## src/rtl/spi_header_assembler.sv

```systemverilog
// Collects bytes from an SPI slave into one fixed-length block header frame
// and holds the completed header stable until the miner acknowledges it.
module spi_header_assembler #(
  parameter int HEADER_BYTES = 80,
  parameter int CNT_W        = 7
) (
  input  logic                      clk,
  input  logic                      rst_n,
  input  logic                      chip_enable,
  input  logic                      byte_valid,
  input  logic [7:0]                byte_data,
  input  logic                      header_ack,
  output logic [HEADER_BYTES*8-1:0] header,
  output logic                      header_valid,
  output logic                      frame_error,
  output logic                      busy_drop,
  output logic [CNT_W-1:0]          byte_count,
  output logic [7:0]                frame_count
);

  localparam int HDR_W = HEADER_BYTES * 8;
  localparam logic [CNT_W-1:0] CNT_FULL = CNT_W'(HEADER_BYTES);
  localparam logic [CNT_W-1:0] CNT_ONE  = CNT_W'(1);

  typedef enum logic [2:0] {
    ST_IDLE    = 3'd0,
    ST_RECV    = 3'd1,
    ST_FULL    = 3'd2,
    ST_HOLD    = 3'd3,
    ST_DISCARD = 3'd4
  } state_t;

  state_t             state_r;
  state_t             state_s;
  logic [HDR_W-1:0]   header_r;
  logic [HDR_W-1:0]   header_s;
  logic               valid_r;
  logic               valid_s;
  logic               ferr_r;
  logic               ferr_s;
  logic               bdrop_r;
  logic               bdrop_s;
  logic [CNT_W-1:0]   cnt_r;
  logic [CNT_W-1:0]   cnt_s;
  logic [7:0]         fcnt_r;
  logic [7:0]         fcnt_s;

  // Next-state and next-output logic; pulses default low every cycle.
  always_comb begin
    state_s  = state_r;
    header_s = header_r;
    valid_s  = valid_r;
    ferr_s   = 1'b0;
    bdrop_s  = 1'b0;
    cnt_s    = cnt_r;
    fcnt_s   = fcnt_r;
    case (state_r)
      ST_IDLE: begin
        if (!chip_enable) begin
          state_s = ST_RECV;
          cnt_s   = '0;
        end else begin
          state_s = ST_IDLE;
        end
      end
      ST_RECV: begin
        if (byte_valid) begin
          header_s = {header_r[HDR_W-9:0], byte_data};
          cnt_s    = cnt_r + CNT_ONE;
        end else begin
          header_s = header_r;
        end
        // The frame end is judged on the count including this cycle's byte.
        if (cnt_s == CNT_FULL) begin
          if (chip_enable) begin
            state_s = ST_HOLD;
            valid_s = 1'b1;
            fcnt_s  = fcnt_r + 8'd1;
          end else begin
            state_s = ST_FULL;
          end
        end else if (chip_enable) begin
          ferr_s  = 1'b1;
          state_s = ST_IDLE;
        end else begin
          state_s = ST_RECV;
        end
      end
      ST_FULL: begin
        if (byte_valid) begin
          ferr_s  = 1'b1;
          state_s = ST_DISCARD;
        end else if (chip_enable) begin
          state_s = ST_HOLD;
          valid_s = 1'b1;
          fcnt_s  = fcnt_r + 8'd1;
        end else begin
          state_s = ST_FULL;
        end
      end
      ST_HOLD: begin
        if (byte_valid) begin
          bdrop_s = 1'b1;
        end else begin
          bdrop_s = 1'b0;
        end
        // A frame already under way at acknowledge time is never accepted.
        if (header_ack) begin
          valid_s = 1'b0;
          if (chip_enable) begin
            state_s = ST_IDLE;
          end else begin
            state_s = ST_DISCARD;
          end
        end else begin
          state_s = ST_HOLD;
        end
      end
      ST_DISCARD: begin
        if (chip_enable) begin
          state_s = ST_IDLE;
        end else begin
          state_s = ST_DISCARD;
        end
      end
      default: begin
        state_s = ST_IDLE;
        valid_s = 1'b0;
      end
    endcase
  end

  // State and registered outputs, cleared asynchronously by rst_n.
  always_ff @(posedge clk or negedge rst_n) begin
    if (!rst_n) begin
      state_r  <= ST_IDLE;
      header_r <= '0;
      valid_r  <= 1'b0;
      ferr_r   <= 1'b0;
      bdrop_r  <= 1'b0;
      cnt_r    <= '0;
      fcnt_r   <= 8'd0;
    end else begin
      state_r  <= state_s;
      header_r <= header_s;
      valid_r  <= valid_s;
      ferr_r   <= ferr_s;
      bdrop_r  <= bdrop_s;
      cnt_r    <= cnt_s;
      fcnt_r   <= fcnt_s;
    end
  end

  assign header       = header_r;
  assign header_valid = valid_r;
  assign frame_error  = ferr_r;
  assign busy_drop    = bdrop_r;
  assign byte_count   = cnt_r;
  assign frame_count  = fcnt_r;

endmodule

```

## config.mk

```make
export PLATFORM = sky130hd
export DESIGN_NAME = spi_header_assembler
export DESIGN_NICKNAME = d
export VERILOG_FILES = /design/src/rtl/spi_header_assembler.sv
export SDC_FILE = /design/constraint.sdc
export NUM_CORES = 1
export LEC_CHECK = 0
export ABC_AREA = 1
export CAP_MARGIN = 20
export CORE_AREA = 3 3 263 265
export CTS_BUF_LIST = sky130_fd_sc_hd__clkbuf_8
export CTS_CLUSTER_DIAMETER = 120
export DETAILED_ROUTE_END_ITERATION = 8
export DIE_AREA = 0 0 266 268
export PLACE_DENSITY = 0.7
export SETUP_SLACK_MARGIN = 0.5
export SLEW_MARGIN = 10
export SYNTH_ARGS = -nofsm -noshare
export SYNTH_HDL_FRONTEND = slang
export SYNTH_SLANG_ARGS = --single-unit
```

## constraint.sdc

```tcl
create_clock -name clk -period 1.8 [get_ports clk]
set_input_delay 0.18 -clock clk [delete_from_list [all_inputs] [get_ports clk]]
set_output_delay 0.18 -clock clk [all_outputs]
set_load 0.03 [all_outputs]
```

Word-level counts from Yosys, hierarchy flattened

Cells that the tools add are included.

Add/sub/neg operators: 2
Equality and inequality tests: 9
Multiplexer cells: 25
Bitwise logic cells: 1
Reductions and logical operators: 8

Operators with widths:

| kind                                                                   | number |
|---|---|
| 8-bit 2-to-1 mux                                                       | 3 |
| 7-bit 2-to-1 mux                                                       | 3 |
| 8-bit case mux with 2 select lines                                     | 1 |
| 3-bit case mux with 5 select lines                                     | 1 |
| 7-bit case mux with 2 select lines                                     | 1 |
| 3-bit 2-to-1 mux                                                       | 4 |
| 1-bit 2-to-1 mux                                                       | 10 |
| 8-bit by 1-bit adder with 8-bit output (second input constant)         | 1 |
| 2-bit inequality test (second input constant)                          | 4 |
| 7-bit by 1-bit adder with 7-bit output (second input constant)         | 1 |
| 7-bit equality test (second input constant)                            | 1 |
| 3-bit by 2-bit equality test with 1-bit output (second input constant) | 2 |
| 1-bit case mux with 4 select lines                                     | 1 |
| 2-bit AND reduction                                                    | 2 |
| 4-bit AND reduction                                                    | 1 |
| 2-bit nonzero test                                                     | 2 |
| 3-bit by 1-bit equality test with 1-bit output (second input constant) | 1 |
| 3-bit equality test (second input constant)                            | 1 |
| 3-bit zero test                                                        | 1 |
| 3-bit AND reduction                                                    | 1 |
| 1-bit case mux with 2 select lines                                     | 1 |
| 2-bit OR reduction                                                     | 1 |
| 1-bit NOT                                                              | 1 |

Register bits after elaboration: 661
Bits of input ports: 13
Output and inout port bits: 658
Word-level logic and storage cells: 52

Longest topological paths before layout

Gate-level depths: netlist of run 1.

Depth after elaboration: 6
Gate-level depth with buffers: 11
Mapped depth without buffers: 11

Worst setup path before layout of run 1

No wires, ideal clock.

Path kind: reg2reg
Start: register cnt_r[0], in the netlist byte_count[0]
End: register state_r[0]
Setup time: 132 ps
Data arrival time: 1,794 ps
Data required time: 1,668 ps
Slack: -126 ps
Cell stages (with the launch flop): 10
Buffers on the path: 0
Clock period less this slack: 1,926 ps
Cells stage by stage: dfrtp_1 -> ha_1 -> nand3_4 -> nand2_1 -> nand3_1 -> nor2_1 -> nand4_1 -> ha_1 -> a21oi_1 -> o211ai_1

Cells in the longest elaborated chain, start to end: 6

Ends and longest elaborated chain:

| element                                | line | RTL |
|---|---|---|
| from (decl)                            | 43   | `logic [CNT_W-1:0] cnt_r;` |
| from (signal assigned)                 | 149  | `cnt_r <= cnt_s;` |
| 7-bit by 1-bit adder with 7-bit output | 69   | `cnt_s = cnt_r + CNT_ONE;` |
| 7-bit 2-to-1 mux (*)                   | 67   | `if (byte_valid) begin` |
| 7-bit 2-to-1 mux (*)                   | 57   | `case (state_r)` |
| 7-bit equality test (*)                | 74   | `if (cnt_s == CNT_FULL) begin` |
| 3-bit 2-to-1 mux (*)                   | 74   |  |
| 3-bit case mux with 5 select lines (*) | 57   |  |
| via state_s[0]                         | 34   | `state_t state_s;` |
| to (signal assigned)                   | 144  | `state_r <= state_s;` |
| to (decl)                              | 33   | `state_t state_r;` |

The timed path passes the listed nets; every way through them passes the cells marked *. The select of a mux whose other input is x is not followed.
A chain may end at the register's enable or synchronous reset.

Final worst setup path of run 1

Start: register cnt_r[1], in the netlist byte_count[1]
End: register state_r[0]

Same word-level chain as after synthesis.

==> reports/qor.json, run 1 <==
{
  "seq_area": {"value": 0.0166, "unit": "sq mm"},
  "start_util": {"value": 40.9, "unit": "%"},
  "drcViolationCount": {"value": 0},
  "synthSimpleGateAreaFrac": {"value": 1.88, "unit": "%"},
  "worst_setup_path_endpoint": {"value": "state_r[0]$_DFF_PN0_"},
  "grt_first_pass_wirelength": {"value": 119000, "unit": "um"},
  "synthesis.area": {"value": 0.0274, "unit": "sq mm"},
  "dp_slack": {"value": -0.335, "unit": "ns"},
  "worst_path_dominant_cell_family": {"value": "adder cells"},
  "routed_wire_length_per_instance": {"value": 23.4, "unit": "um"},
  "replace_congestion": {"value": 0.866},
  "cts_inserted_buffers": {"value": 110},
  "final_hold_viol_count": {"value": 0},
  "slew_headroom": {"value": 38.9, "unit": "%"},
  "regToRegEndpoint": {"value": "state_r[0]$_DFF_PN0_"},
  "synth-xor-area-share": {"value": 0.192, "unit": "%"},
  "post_synth_fa_ha_maj_area_fraction": {"value": 0.137, "unit": "%"},
  "vias": {"value": 17300},
  "hold_class": {"value": "input pin to flip-flop"},
  "skew": {"value": 0.0554, "unit": "ns"},
  "critical_path.startpoint_type": {"value": "flip-flop"},
  "timing.setup.critical_path_class": {"value": "flip-flop to flip-flop"},
  "clock_sinks": {"value": 661},
  "num-fill-cells": {"value": 4988},
  "critical_path_cell_count": {"value": 9},
  "cts.path.max_buffers": {"value": 3},
  "placeableCoreArea": {"value": 0.0670, "unit": "sq mm"},
  "ys_seq_elements": {"value": 661},
  "globalRoute.totalOverflow": {"value": 0},
  "timing.max_cap.violations": {"value": 0},
  "met2WireLength": {"value": 41500, "unit": "um"},
  "nets": {"value": 2642},
  "grt_setup_unrepaired": {"value": "yes"},
  "crit_path_max_fanout": {"value": 4},
  "rr_startpoint": {"value": "byte_count[1]$_DFFE_PN0P_"},
  "die_w": {"value": 266, "unit": "um"},
  "via_count_of_the_first_global_routing_pass": {"value": 18200},
  "cp_cell_sequence": {"value": "ha_4 > nand3_4 > nor2_4 > buf_4 > nor2_4 > nand4_1 > ha_2 > a21oi_2 > o211ai_1"},
  "clk_pin_slew": {"value": 0.07, "unit": "ns"},
  "post_synth_edffs": {"value": 0},
  "sequential_share_of_the_synthesized_area": {"value": 60.4, "unit": "%"},
  "postSynthNetCount": {"value": 1550},
  "floorplan.die_area": {"value": 0.0713, "unit": "sq mm"},
  "slew_viol_final": {"value": 0},
  "utilization": {"value": 60.7, "unit": "%"},
  "layout_worst_path_cycle_share": {"value": 99.4, "unit": "%"},
  "ant_nets": {"value": 0},
  "setup_viol": {"value": 0},
  "clock_tree.root_cell": {"value": "sky130_fd_sc_hd__clkbuf_8"},
  "final_critical_path_setup_slack": {"value": 0.0117, "unit": "ns"},
  "mostFrequentLayoutCell": {"value": "sky130_fd_sc_hd__dfrtp_1"},
  "synth_top_family_by_area": {"value": "multiplexers"},
  "synthesis.area_per_instance": {"value": 17.9, "unit": "sq um"},
  "power.ir.vdd_worst": {"value": 1.11, "unit": "mV"},
  "via_cell_ratio": {"value": 4.82},
  "yosysUniqueCellTypes": {"value": 31},
  "areaGrowthSynthToFinish": {"value": 48.4, "unit": "%"},
  "clock_tree_from_tritoncts": {"value": "built"},
  "dp.final_hpwl": {"value": 56700, "unit": "um"},
  "synth_compound_area_share": {"value": 0.639, "unit": "%"},
  "worst_slew_pin_slew": {"value": 0.914, "unit": "ns"},
  "cpMostUsedCell": {"value": "sky130_fd_sc_hd__nor2_4"},
  "multi_input_area": {"value": 0.0101, "unit": "sq mm"},
  "worstRegToRegCells": {"value": 9},
  "syn_inst": {"value": 1534},
  "grt_max_degree": {"value": 84},
  "critPathLaunch": {"value": "byte_count[1]$_DFFE_PN0P_"},
  "power_per_cell_area": {"value": 1150, "unit": "mW/mm^2"},
  "grt_antenna_before_repair": {"value": 2},
  "chipHeight": {"value": 268, "unit": "um"},
  "muxShareOfSynthArea": {"value": 33.6, "unit": "%"},
  "aggregate_routed_wire_length": {"value": 83800, "unit": "um"},
  "cp_data_arrival_time": {"value": 2.36, "unit": "ns"},
  "grtUsageTotal": {"value": 21.9, "unit": "%"},
  "firstDrtPassIters": {"value": 5},
  "power.static_leakage": {"value": 23.0, "unit": "nW"},
  "critPathMaxStageDelay": {"value": 0.44, "unit": "ns"},
  "yosys_warnings": {"value": 0},
  "dominantRegCellSynth": {"value": "sky130_fd_sc_hd__dfrtp_1"},
  "ctsHtreeMaxLevel": {"value": 3},
  "critical_path.n_buffers_inverters": {"value": 1},
  "worst-endpoint-required": {"value": 2.37, "unit": "ns"},
  "detail_route_met3_wl": {"value": 6190, "unit": "um"},
  "placement.io_buffers": {"value": 670},
  "clock_latency": {"value": 0.71, "unit": "ns"},
  "max_clock_freq": {"value": 559, "unit": "MHz"},
  "period_needed": {"value": 1.79, "unit": "ns"},
  "synthArstFlopShare": {"value": 100, "unit": "%"},
  "crit_slowest_cell": {"value": "sky130_fd_sc_hd__dfrtp_2"},
  "status": {"value": "finished clean"},
  "row_count": {"value": 95},
  "mostFrequentLayoutCells": {"value": "sky130_fd_sc_hd__dfrtp_1, sky130_fd_sc_hd__mux2_4, sky130_fd_sc_hd__dlygate4sd2_1"},
  "routedLengthMet1": {"value": 33300, "unit": "um"},
  "drt-initial-drc-count": {"value": 823},
  "top_metal_layer_carrying_routed_signals": {"value": "met5"},
  "share_of_layout_cells_above_drive_strength_1": {"value": 56.3, "unit": "%"},
  "r2r_slack": {"value": 0.01, "unit": "ns"},
  "critical_path.endpoint_type": {"value": "flip-flop"},
  "design.portCount": {"value": 671}
}
[cells in the mapped netlist (2+ instances only)]
library cell,n,area (sq um)
sky130_fd_sc_hd__dfrtp_1,661,16500
sky130_fd_sc_hd__mux2_4,584,8770
sky130_fd_sc_hd__buf_6,66,743
sky130_fd_sc_hd__nand2_1,57,214
sky130_fd_sc_hd__mux2_2,38,428
sky130_fd_sc_hd__inv_1,24,90.1
sky130_fd_sc_hd__nor2_1,21,78.8
sky130_fd_sc_hd__nand3_1,18,90.1
sky130_fd_sc_hd__a21oi_1,11,55.1
sky130_fd_sc_hd__o21ai_0,11,55.1
sky130_fd_sc_hd__buf_2,5,25.0
sky130_fd_sc_hd__o22ai_1,4,25.0
sky130_fd_sc_hd__xnor2_1,4,35.0
sky130_fd_sc_hd__ha_1,3,37.5
sky130_fd_sc_hd__inv_2,3,11.3
sky130_fd_sc_hd__nand2_4,3,33.8
sky130_fd_sc_hd__nand4_1,3,18.8
sky130_fd_sc_hd__nand2_2,2,12.5
sky130_fd_sc_hd__nor2_4,2,22.5
sky130_fd_sc_hd__nor3_1,2,10.0
sky130_fd_sc_hd__xor2_1,2,17.5
[per-stage QoR]
| step | std cells | hold WS [ns] | cell area [sq um] | TNS, ns | power (mW) |
|---|---|---|---|---|---|
| 2_1_floorplan | 1534 | -0.116 | 27400 | 0 | 26.5 |
| 3_3_place_gp | 3102 | 0.0816 | 35600 | -100.66 | 32.5 |
| 3_5_place_dp | 3102 | 0.0810 | 35600 | -124.67 | 32.7 |
| 4_1_cts | 3478 | 0.0142 | 39000 | -0.0231 | 46.3 |
| 5_1_grt | 3587 | 0.0615 | 40700 | -3.13 | 48.9 |
| 6_report | 3587 | 0.105 | 40700 | 0 | 46.9 |
[repair_timing]
item | CTS | global route
gates resized for setup | 1978 | 507
pin swaps | 2 | 15
cloned | 0 | 24
hold buffers | 2 | 0
endpoints found under the hold margin | 661 | 0
buffers inserted | 176 | 83
endpoints found under the setup margin | 1311 | 1334
[metal layers]
layer	vias up	track usage [%]
li1	7577	-
met1	8932	26.7
met2	617	36.5
met3	146	6.98
met4	2	7.96
met5	-	0.791
[how the worst min path moves through the flow]
stage / to / cells past startpoint / slack [ns] / from
final: header[5]$_DFFE_PN0P_ / 2 / 0.10 / byte_data[5]
after global routing: header[3]$_DFFE_PN0P_ / 2 / 0.06 / byte_data[3]
after CTS: header[2]$_DFFE_PN0P_ / 2 / 0.01 / byte_data[2]
after detailed placement: header[404]$_DFFE_PN0P_ / 1 / 0.08 / rst_n
after global placement: header[404]$_DFFE_PN0P_ / 1 / 0.08 / rst_n
after floorplan: busy_drop$_DFF_PN0_ / 0 / -0.12 / rst_n
[cell families after synthesis]
| family | after synthesis |
|---|---|
| flops | 661 |
| mux | 622 |
| simple gates | 111 |
| buf+inv | 101 |
| compound gates | 30 |
| xor+xnor | 6 |
| fa+ha+maj | 3 |
[sequential cells by signal, summed over array words and instances (netlist names)]
register and count:
busy_drop 1, byte_count 7, frame_count 8, frame_error 1, header 640, header_valid 1, state_r 3
[power breakdown]
group / switching [mW] / internal [mW]
combinational: 7.77 / 6.59
clock: 6.14 / 7.66
sequential: 1.84 / 16.8
total: 15.8 / 31.1
[layout make-up]
cell class	count	area share [%]
multi-input combinational	772	24.9
sequential	661	40.8
timing repair buffer	1053	25.7
clock buffer	142	4.81
clock inverter	56	0.935
antenna	2	0.0123
inverter	28	0.265
tap	873	2.69
(Power assumes the default switching activity.)
==> inputs of run 2 (changes only) <==
--- a/config.mk
+++ b/config.mk
@@ -8,11 +8,11 @@
 export ABC_AREA = 1
 export CAP_MARGIN = 20
 export CORE_AREA = 3 3 263 265
-export CTS_BUF_LIST = sky130_fd_sc_hd__clkbuf_8
+export CTS_BUF_LIST = sky130_fd_sc_hd__clkbuf_4 sky130_fd_sc_hd__clkbuf_8
 export CTS_CLUSTER_DIAMETER = 120
 export DETAILED_ROUTE_END_ITERATION = 8
 export DIE_AREA = 0 0 266 268
-export PLACE_DENSITY = 0.7
+export PLACE_DENSITY_LB_ADDON = 0.12
 export SETUP_SLACK_MARGIN = 0.5
 export SLEW_MARGIN = 10
 export SYNTH_ARGS = -nofsm -noshare
==> run 2 against run 1 <==
Against the previous run: the flow now finishes with violations (setup timing); critical path type unchanged; sequential cell count unchanged; design area fell by 2.2%; maximum frequency fell by 1.8%; register-to-register slack got worse by 0.03 ns.
==> reports/qor.json, run 2 (synthesis results as in run 1) <==
{
  "grt_antenna_before_repair": {"value": 3, "change": "+1"},
  "cp_data_arrival_time": {"value": 2.39, "unit": "ns", "change": "+0.03 ns"},
  "slew_headroom": {"value": 66.5, "unit": "%", "change": "+28 points"},
  "power_frac_seq": {"value": 39.7, "unit": "%", "change": "-0.2 points"},
  "r2r_slack": {"value": -0.02, "unit": "ns", "change": "-0.03 ns"},
  "setup_viol": {"value": 69, "change": "+69"},
  "final_hold_viol_count": {"value": 0, "change": "unchanged"},
  "clk_pin_slew": {"value": 0.06, "unit": "ns", "change": "about the same"},
  "replace_congestion": {"value": 0.838, "change": "-3.3%"},
  "grt_setup_unrepaired": {"value": "yes"},
  "share_clk_of_total_power": {"value": 29.9, "unit": "%", "change": "+0.4 points"},
  "regToRegEndpoint": {"value": "header[465]$_DFFE_PN0P_"},
  "whs_endpoint": {"value": "header[5]$_DFFE_PN0P_"},
  "ctsHtreeMaxLevel": {"value": 3, "change": "unchanged"},
  "cts_inserted_buffers": {"value": 111, "change": "+0.91%"},
  "start_util": {"value": 40.9, "unit": "%", "change": "unchanged"},
  "nets": {"value": 2511, "change": "-5.0%"},
  "placement.io_buffers": {"value": 670, "change": "unchanged"},
  "aggregate_routed_wire_length": {"value": 81700, "unit": "um", "change": "-2.5%"},
  "clock_latency": {"value": 0.69, "unit": "ns", "change": "-0.02 ns"},
  "via_count_of_the_first_global_routing_pass": {"value": 17500, "change": "-3.8%"},
  "die_w": {"value": 266, "unit": "um", "change": "unchanged"},
  "worstRegToRegCells": {"value": 9, "change": "unchanged"},
  "crit_path_max_fanout": {"value": 8, "change": "+4"},
  "max_clock_freq": {"value": 549, "unit": "MHz", "change": "-1.8%"},
  "place.detailed.instances": {"value": 3119, "change": "+0.55%"},
  "clock_sinks": {"value": 661, "change": "unchanged"},
  "timing.setup.critical_path_class": {"value": "flip-flop to flip-flop"},
  "placeableCoreArea": {"value": 0.0670, "unit": "sq mm", "change": "unchanged"},
  "grt_first_pass_wirelength": {"value": 116000, "unit": "um", "change": "-2.1%"},
  "chipHeight": {"value": 268, "unit": "um", "change": "unchanged"},
  "mostFrequentLayoutCells": {"value": "sky130_fd_sc_hd__dfrtp_1, sky130_fd_sc_hd__mux2_4, sky130_fd_sc_hd__dlygate4sd2_1"},
  "hp-start": {"value": "byte_data[5]"},
  "via_cell_ratio": {"value": 4.81, "change": "about the same"},
  "min_path_cells": {"value": 2, "change": "unchanged"},
  "design.portCount": {"value": 671, "change": "unchanged"},
  "grtUsageTotal": {"value": 21.4, "unit": "%", "change": "-0.42 points"},
  "largest_register_ffs": {"value": 640, "change": "unchanged"},
  "row_count": {"value": 95, "change": "unchanged"},
  "clock_tree_from_tritoncts": {"value": "built"},
  "period_needed": {"value": 1.82, "unit": "ns", "change": "+0.0327 ns"},
  "hold_class": {"value": "input pin to flip-flop"},
  "critical_path.endpoint_type": {"value": "flip-flop"},
  "power.static_leakage": {"value": 22.7, "unit": "nW", "change": "-1.5%"},
  "worst-endpoint-required": {"value": 2.37, "unit": "ns", "change": "about the same"},
  "worst_slew_pin_slew": {"value": 0.503, "unit": "ns", "change": "-0.411 ns"},
  "dp.final_hpwl": {"value": 56900, "unit": "um", "change": "+0.47%"},
  "firstDrtPassIters": {"value": 6, "change": "+1"},
  "rr_startpoint": {"value": "state_r[0]$_DFF_PN0_"},
  "netSwitchingPower": {"value": 15.8, "unit": "mW", "change": "about the same"},
  "timing.max_cap.violations": {"value": 0, "change": "unchanged"},
  "areaGrowthSynthToFinish": {"value": 45.2, "unit": "%"},
  "violations": {"value": "setup timing"},
  "final_cell_count_no_fill": {"value": 3448, "change": "-3.9%"},
  "mostFrequentLayoutCell": {"value": "sky130_fd_sc_hd__dfrtp_1"},
  "routed_wire_length_per_instance": {"value": 23.7, "unit": "um", "change": "+1.5%"},
  "skew": {"value": 0.0262, "unit": "ns", "change": "-0.0292 ns"},
  "globalRoute.totalOverflow": {"value": 0, "change": "unchanged"},
  "swShare": {"value": 33.6, "unit": "%", "change": "about the same"},
  "final_critical_path_setup_slack": {"value": -0.0210, "unit": "ns", "change": "-0.0327 ns"},
  "status": {"value": "finished, violations left"},
  "final.hold.worst_slack": {"value": 0.114, "unit": "ns", "change": "+0.00874 ns"},
  "clock_tree.root_cell": {"value": "sky130_fd_sc_hd__clkbuf_8"},
  "drcViolationCount": {"value": 0, "change": "unchanged"},
  "slew_viol_final": {"value": 0, "change": "unchanged"},
  "share_of_layout_cells_above_drive_strength_1": {"value": 47.7, "unit": "%", "change": "-8.6 points"},
  "layout.cell_area.non_filler": {"value": 0.0398, "unit": "sq mm", "change": "-2.2%"},
  "power_per_cell_area": {"value": 1180, "unit": "mW/mm^2", "change": "+2.4%"},
  "cts.path.max_buffers": {"value": 3, "change": "unchanged"},
  "floorplan.die_area": {"value": 0.0713, "unit": "sq mm", "change": "unchanged"},
  "placement.cell_area": {"value": 0.0358, "unit": "sq mm", "change": "+0.75%"},
  "vias": {"value": 16600, "change": "-4.0%"},
  "grt_max_degree": {"value": 90, "change": "+7.1%"},
  "combPwrFrac": {"value": 30.4, "unit": "%", "change": "-0.3 points"},
  "layout_worst_path_cycle_share": {"value": 101, "unit": "%", "change": "+1.8 points"},
  "drt-initial-drc-count": {"value": 704, "change": "-14%"},
  "ant_nets": {"value": 0, "change": "unchanged"},
  "power.ir.vdd_worst": {"value": 1.11, "unit": "mV", "change": "-0.81%"},
  "power.internal": {"value": 31.2, "unit": "mW", "change": "+0.21%"},
  "critical_path.startpoint_type": {"value": "flip-flop"}
}
run 2: cell count changes in the layout (fill, tap and decap cells not counted), moves of 5 or more:
cell / delta
sky130_fd_sc_hd__buf_4: -163
sky130_fd_sc_hd__clkbuf_16: +13
sky130_fd_sc_hd__dlygate4sd2_1: +150
sky130_fd_sc_hd__inv_1: -35
sky130_fd_sc_hd__buf_12: +17
sky130_fd_sc_hd__nand2_1: +5
sky130_fd_sc_hd__clkdlybuf4s15_1: +33
sky130_fd_sc_hd__buf_6: -187
sky130_fd_sc_hd__nand3_1: +8
sky130_fd_sc_hd__nand3_2: -8
sky130_fd_sc_hd__clkinv_2: -6
sky130_fd_sc_hd__nand2_2: -6
sky130_fd_sc_hd__clkbuf_4: +39
run 2: timing repair:
| action | CTS | global route |
|---|---|---|
| gates resized for setup | 1314 | 113 |
| hold endpoints to repair | 661 | 0 |
| cloned | 0 | 40 |
| hold buffers | 2 | 0 |
| endpoints found under the setup margin | 1312 | 1314 |
| pin swaps | 1 | 8 |
| setup buffers | 69 | 25 |
run 2: area by class of cell:
class                           instances  area [sq um]
Fill cell                            5353         27300
Clock inverter                         11           105
Tap cell                              873          1090
Clock buffer                          181          2250
Multi-Input combinational cell        772         10100
Inverter                               28           113
Timing Repair Buffer                  921          9580
Sequential cell                       661         16600
Antenna cell                            1          2.50
run 2: per-stage QoR:
step	TNS (ns)	worst slack, ns	util (%)	total power, mW
after floorplan	0	0.0328	-	26.5
after global placement	-92.64	-0.246	53.5	32.9
after detailed placement	-108.25	-0.311	53.5	33.0
after CTS	-0.0572	-0.00987	57.0	46.6
after global routing	-15.55	-0.111	59.3	48.9
final	-0.576	-0.0210	59.3	46.9
run 2: routing by layer:
layer / up-vias / wire, um / GRT usage, %
li1: 7298 / - / -
met1: 8690 / 32500 / 26.2
met2: 504 / 41200 / 36.5
met3: 97 / 6190 / 7.12
met4: 0 / 1830 / 6.00
met5: - / 0 / 0
run 2: worst max path at each step:
stage	endpoint	cells past startpoint	slack (ns)	start
4_1_cts	state_r[0]$_DFF_PN0_	10	-0.01	byte_count[0]$_DFFE_PN0P_
3_3_place_gp	state_r[0]$_DFF_PN0_	11	-0.25	byte_valid
5_1_grt	state_r[0]$_DFF_PN0_	10	-0.11	byte_count[0]$_DFFE_PN0P_
6_report	header[465]$_DFFE_PN0P_	9	-0.02	state_r[0]$_DFF_PN0_
3_5_place_dp	frame_count[5]$_DFFE_PN0P_	12	-0.31	byte_valid
2_1_floorplan	state_r[0]$_DFF_PN0_	10	0.03	byte_count[0]$_DFFE_PN0P_
run 2: worst max-delay path, cell delays in order, from the launching register on:
cell and delay [ns]:
sky130_fd_sc_hd__dfrtp_1 0.43, sky130_fd_sc_hd__inv_2 0.07, sky130_fd_sc_hd__nor2_4 0.13, sky130_fd_sc_hd__nand2_4 0.10
sky130_fd_sc_hd__inv_8 0.08, sky130_fd_sc_hd__nand2_8 0.08, sky130_fd_sc_hd__buf_12 0.16, sky130_fd_sc_hd__clkbuf_16 0.19
sky130_fd_sc_hd__clkbuf_16 0.17, sky130_fd_sc_hd__mux2_4 0.29
run 2: power by group through the flow:
stage	combinational [mW]	sequential [mW]	clock, mW
finish	14.3	18.6	14.0
global route	14.9	18.9	15.1
CTS	13.5	18.7	14.4
detailed placement	14.0	18.9	0
global placement	14.0	18.9	0
floorplan	4.23	22.3	0
==> inputs of run 3 (changes only) <==
--- a/config.mk
+++ b/config.mk
@@ -12,6 +12,7 @@
 export CTS_CLUSTER_DIAMETER = 120
 export DETAILED_ROUTE_END_ITERATION = 8
 export DIE_AREA = 0 0 266 268
+export GPL_ROUTABILITY_DRIVEN = 0
 export PLACE_DENSITY_LB_ADDON = 0.12
 export SETUP_SLACK_MARGIN = 0.5
 export SLEW_MARGIN = 10
==> results of run 3 <==
Final layout, timing and power as in run 2 (identical DEF).
==> RTL change 1, RTL diff (settings of run 3) <==
The parameter `CNT_W` goes from 7 to 9.
--- a/src/rtl/spi_header_assembler.sv
+++ b/src/rtl/spi_header_assembler.sv
@@ -4,3 +4,3 @@
   parameter int HEADER_BYTES = 80,
-  parameter int CNT_W        = 7
+  parameter int CNT_W        = 9
 ) (
Interface: changed (resized byte_count); port bits go from 671 to 673. The function was not compared with the original's and may differ.
==> RTL change 1 against run 3 <==
The run still ends with setup timing left; sequential share of layout area down 1.8 points; final cell count grew 4.9%; sequential cell count up 2; critical path type unchanged; design area up 4.9%; clock skew grew 0.0083 ns; first-iteration DRC count rose by 13%; area after synthesis increased by 0.50%; wire length up 3.9%; total power increased by 3.0%; clock power rose by 4%; worst setup slack better by 0.014 ns.
==> RTL change 1: results (changes against run 3) <==
metric;value;unit;change
ys_top_cells_by_count;dfrtp_1 (663), mux2_4 (584), nand2_1 (71);;
met1_track_usage_gr;26.4;%;+0.20 points
pre_cts_ws;-0.276;ns;+0.0353 ns
synth.top_cells.by_area;dfrtp_1 (60%), mux2_4 (32%), buf_6 (2.7%), mux2_2 (1.6%), nand2_1 (0.97%);;
grt_pass1_vias;18267;;+4.5%
worst_clock_skew;0.0345;ns;+0.00828 ns
failed_checks;setup timing;;
placement_stage_cell_area;0.0360;mm²;+0.57%
power_in_the_clock_group;14.5;mW;+4%
grt_max_degree;52;;-42%
tightest_slew;0.784;ns;+0.282 ns
antenna_found_initial;1;;-2
power_leakage;23.7;nW;+4.2%
finish.net_count;2674;;+6.5%
post-dp-hpwl;56200;µm;-1.2%
layout.cells.non_filler;3617;;+4.9%
fin_hold_ws;0.0954;ns;-0.0182 ns
io_buffer_count;672;;+0.30%
postSynthCellCount;1562;;+1.8%
synth_cell_type_count;26;;-16%
drt_wl_total;84900;µm;+3.9%
placed_cells;3161;;+1.3%
drt_pass1_iterations;4;;-2
setup_tns;-0.0315;ns;+0.545 ns
setup_ws;-0.00714;ns;+0.0139 ns
power.ir.vdd_worst;0.00106;V;-4.1%
worstSkewPairLatency;0.70;ns;
met2WireLength;42600;µm;+3.4%
portion_of_the_post_synthesis_area_used_by_sequential_elements;60.2;%;-0.12 points
grt.met2_usage;37.3;%;+0.76 points
r2r_worst_path_depth;8;;-1
wire_length_of_the_first_global_routing_pass;119000;µm;+2.1%
total_routing_usage_reported_by_global_routing;21.8;%;+0.36 points
run_status;finished with violations;;
timing.final.setup_violations;6;;-91%
grt_util_met3;6.79;%;-0.33 points
violation_count_after_the_first_detailed_route_iteration;798;;+13%
worstSetupEndpoint;header[413]$_DFFE_PN0P_;;
wirelength_met1;34100;µm;+5.0%
route.met3.wl;6010;µm;-2.9%
clock_tree_root_driver_cell;clkbuf_8;;
## RTL change 1: layout make-up
class / count / area [µm²]
Multi-Input combinational cell: 790 / 10300
Tap cell: 873 / 1090
Fill cell: 5082 / 25300
Sequential cell: 663 / 16600
Clock buffer: 173 / 2120
Timing Repair Buffer: 1055 / 11200
Clock inverter: 24 / 303
Antenna cell: 2 / 5.00
Inverter: 37 / 151
## RTL change 1: timing repair
| item | in CTS | in global routing |
|---|---|---|
| gates cloned | 0 | 64 |
| pin swaps | 5 | 12 |
| hold buffers | 5 | 0 |
| endpoints found under the setup margin | 1321 | 1336 |
| buffers inserted | 147 | 41 |
| resized for setup | 1825 | 347 |
| endpoints found under the hold margin | 557 | 0 |
## RTL change 1: cells by family after synthesis
group,count (synthesis),share of synthesized area [%]
buffers and inverters,111,3.36
flip-flops,663,60.2
AND/OR/NAND/NOR,126,2.07
AO/OA/AOI/OAI,31,0.613
multiplexers,622,33.4
XOR/XNOR,6,0.191
adder cells (fa/ha/maj),3,0.136
==> RTL change 2, RTL diff (settings of run 3) <==
Without the edit above. Reset style: synchronous (`rst_n`), changed in one clocked block. Comments in the files are not updated.
--- a/src/rtl/spi_header_assembler.sv
+++ b/src/rtl/spi_header_assembler.sv
@@ -133,3 +133,3 @@
   // State and registered outputs, cleared asynchronously by rst_n.
-  always_ff @(posedge clk or negedge rst_n) begin
+  always_ff @(posedge clk) begin
     if (!rst_n) begin
Function: differs if rst_n is asserted again (counterexample within 4 cycles, from zero or initial values and one cycle with rst_n low); with rst_n held inactive, the same outputs for 4 cycles.
==> RTL change 2 against run 3 <==
Design area is 7.8% lower; sequential cell count unchanged; area after synthesis is 16% lower; final cell count grew 37%; die area unchanged; synthesized cell count up 92%; worst setup slack improved by 0.021 ns; wire length grew 11%; largest cell class unchanged.
Power is not compared: it rests on default switching activity, and its combinational part moved more than twofold at a synthesized area within 25%.
==> RTL change 2: results (changes against run 3) <==
metric;value;unit;change
run_status;finished, final reports clean;;
post_cts.repair.setup_buffers;32;;-54%
post-dp-hpwl;59600;µm;+4.7%
finish.net_count;3789;;+51%
cts-buffers-inserted;113;;+1.8%
routed_wire_length_per_instance;19.2;µm;-19%
layout.cells.non_filler;4739;;+37%
grt.met2_usage;37.8;%;+1.3 points
timing.hold.worst_endpoint;header[7]$_SDFFE_PN0P_;;
grt_util_met3;7.22;%;+0.10 points
grt_pass1_vias;21133;;+21%
pre_cts_ws;-0.298;ns;+0.0129 ns
fin_hold_ws;0.0636;ns;-0.0500 ns
final_layout_size_suffix_gt1_share;20.7;%;-27 points
area.share.sequential;36.7;%;-5.0 points
portion_of_the_post_synthesis_area_used_by_sequential_elements;57.2;%;-3.2 points
layout.clock_buffers;172;;-5.0%
violation_count_after_the_first_detailed_route_iteration;1385;;+97%
postSynthNetCount;2964;;+91%
crit_path_top_delay_cell;dfxtp_2;;
crit_start;state_r[0]$_SDFF_PN0_;;
min-delay-start;byte_data[7];;
layout_min_cycle_time;1.80;ns;-0.0215 ns
synth_cell_type_count;30;;-3.2%
synth.top_cells.by_area;dfxtp_1 (57%), nor2_1 (21%), o21ai_1 (13%), buf_4 (2.0%), clkbuf_1 (1.8%);;
buffers_excl_clock;925;;+0.43%
synthFlopType;dfxtp_1;;
met2WireLength;44400;µm;+7.7%
post_cts_resize_count;1106;;-16%
met1_track_usage_gr;26.2;%;-0.061 points
clock_tree_area_fraction;6.79;%;+0.88 points
antenna_cells;2;;+1
worstSkewPairLatency;0.72;ns;+0.03 ns
layout_non_clock_buf_share;27.3;%;+3.2 points
placed_cells;4404;;+41%
route.met3.wl;6620;µm;+6.9%
fraction_of_standard_cell_area_in_multi_input_logic;26.0;%;+0.66 points
-- RTL change 2: logic make-up (layout without fill, tap and decap cells) --
kind of cell / Yosys count / after routing / synth area share [%]
and+or+nand+nor: 1372 / 1373 / 22.8
AOI/OAI and AO/OA: 666 / 666 / 14.4
DFF: 661 / 661 / 57.2
buffers and inverters: 240 / 1155 / 5.26
xor gates and xnor gates: 6 / 6 / 0.227
adders and majority gates: 3 / 3 / 0.162
other: 0 / 2 / 0
-- RTL change 2: tightest hold or removal path, delay by kind of cell --
kind | cells | cell delay (ns)
simple gates | 2 | 0.15
buf+inv | 1 | 0.40
-- RTL change 2: worst max path at each step --
stage | to | depth (start not counted)
2_1_floorplan | state_r[0]$_SDFF_PN0_ | 12
3_3_place_gp | state_r[0]$_SDFF_PN0_ | 11
3_5_place_dp | header[136]$_SDFFE_PN0P_ | 9
4_1_cts | state_r[0]$_SDFF_PN0_ | 12
5_1_grt | header[199]$_SDFFE_PN0P_ | 11
6_report | header[199]$_SDFFE_PN0P_ | 11
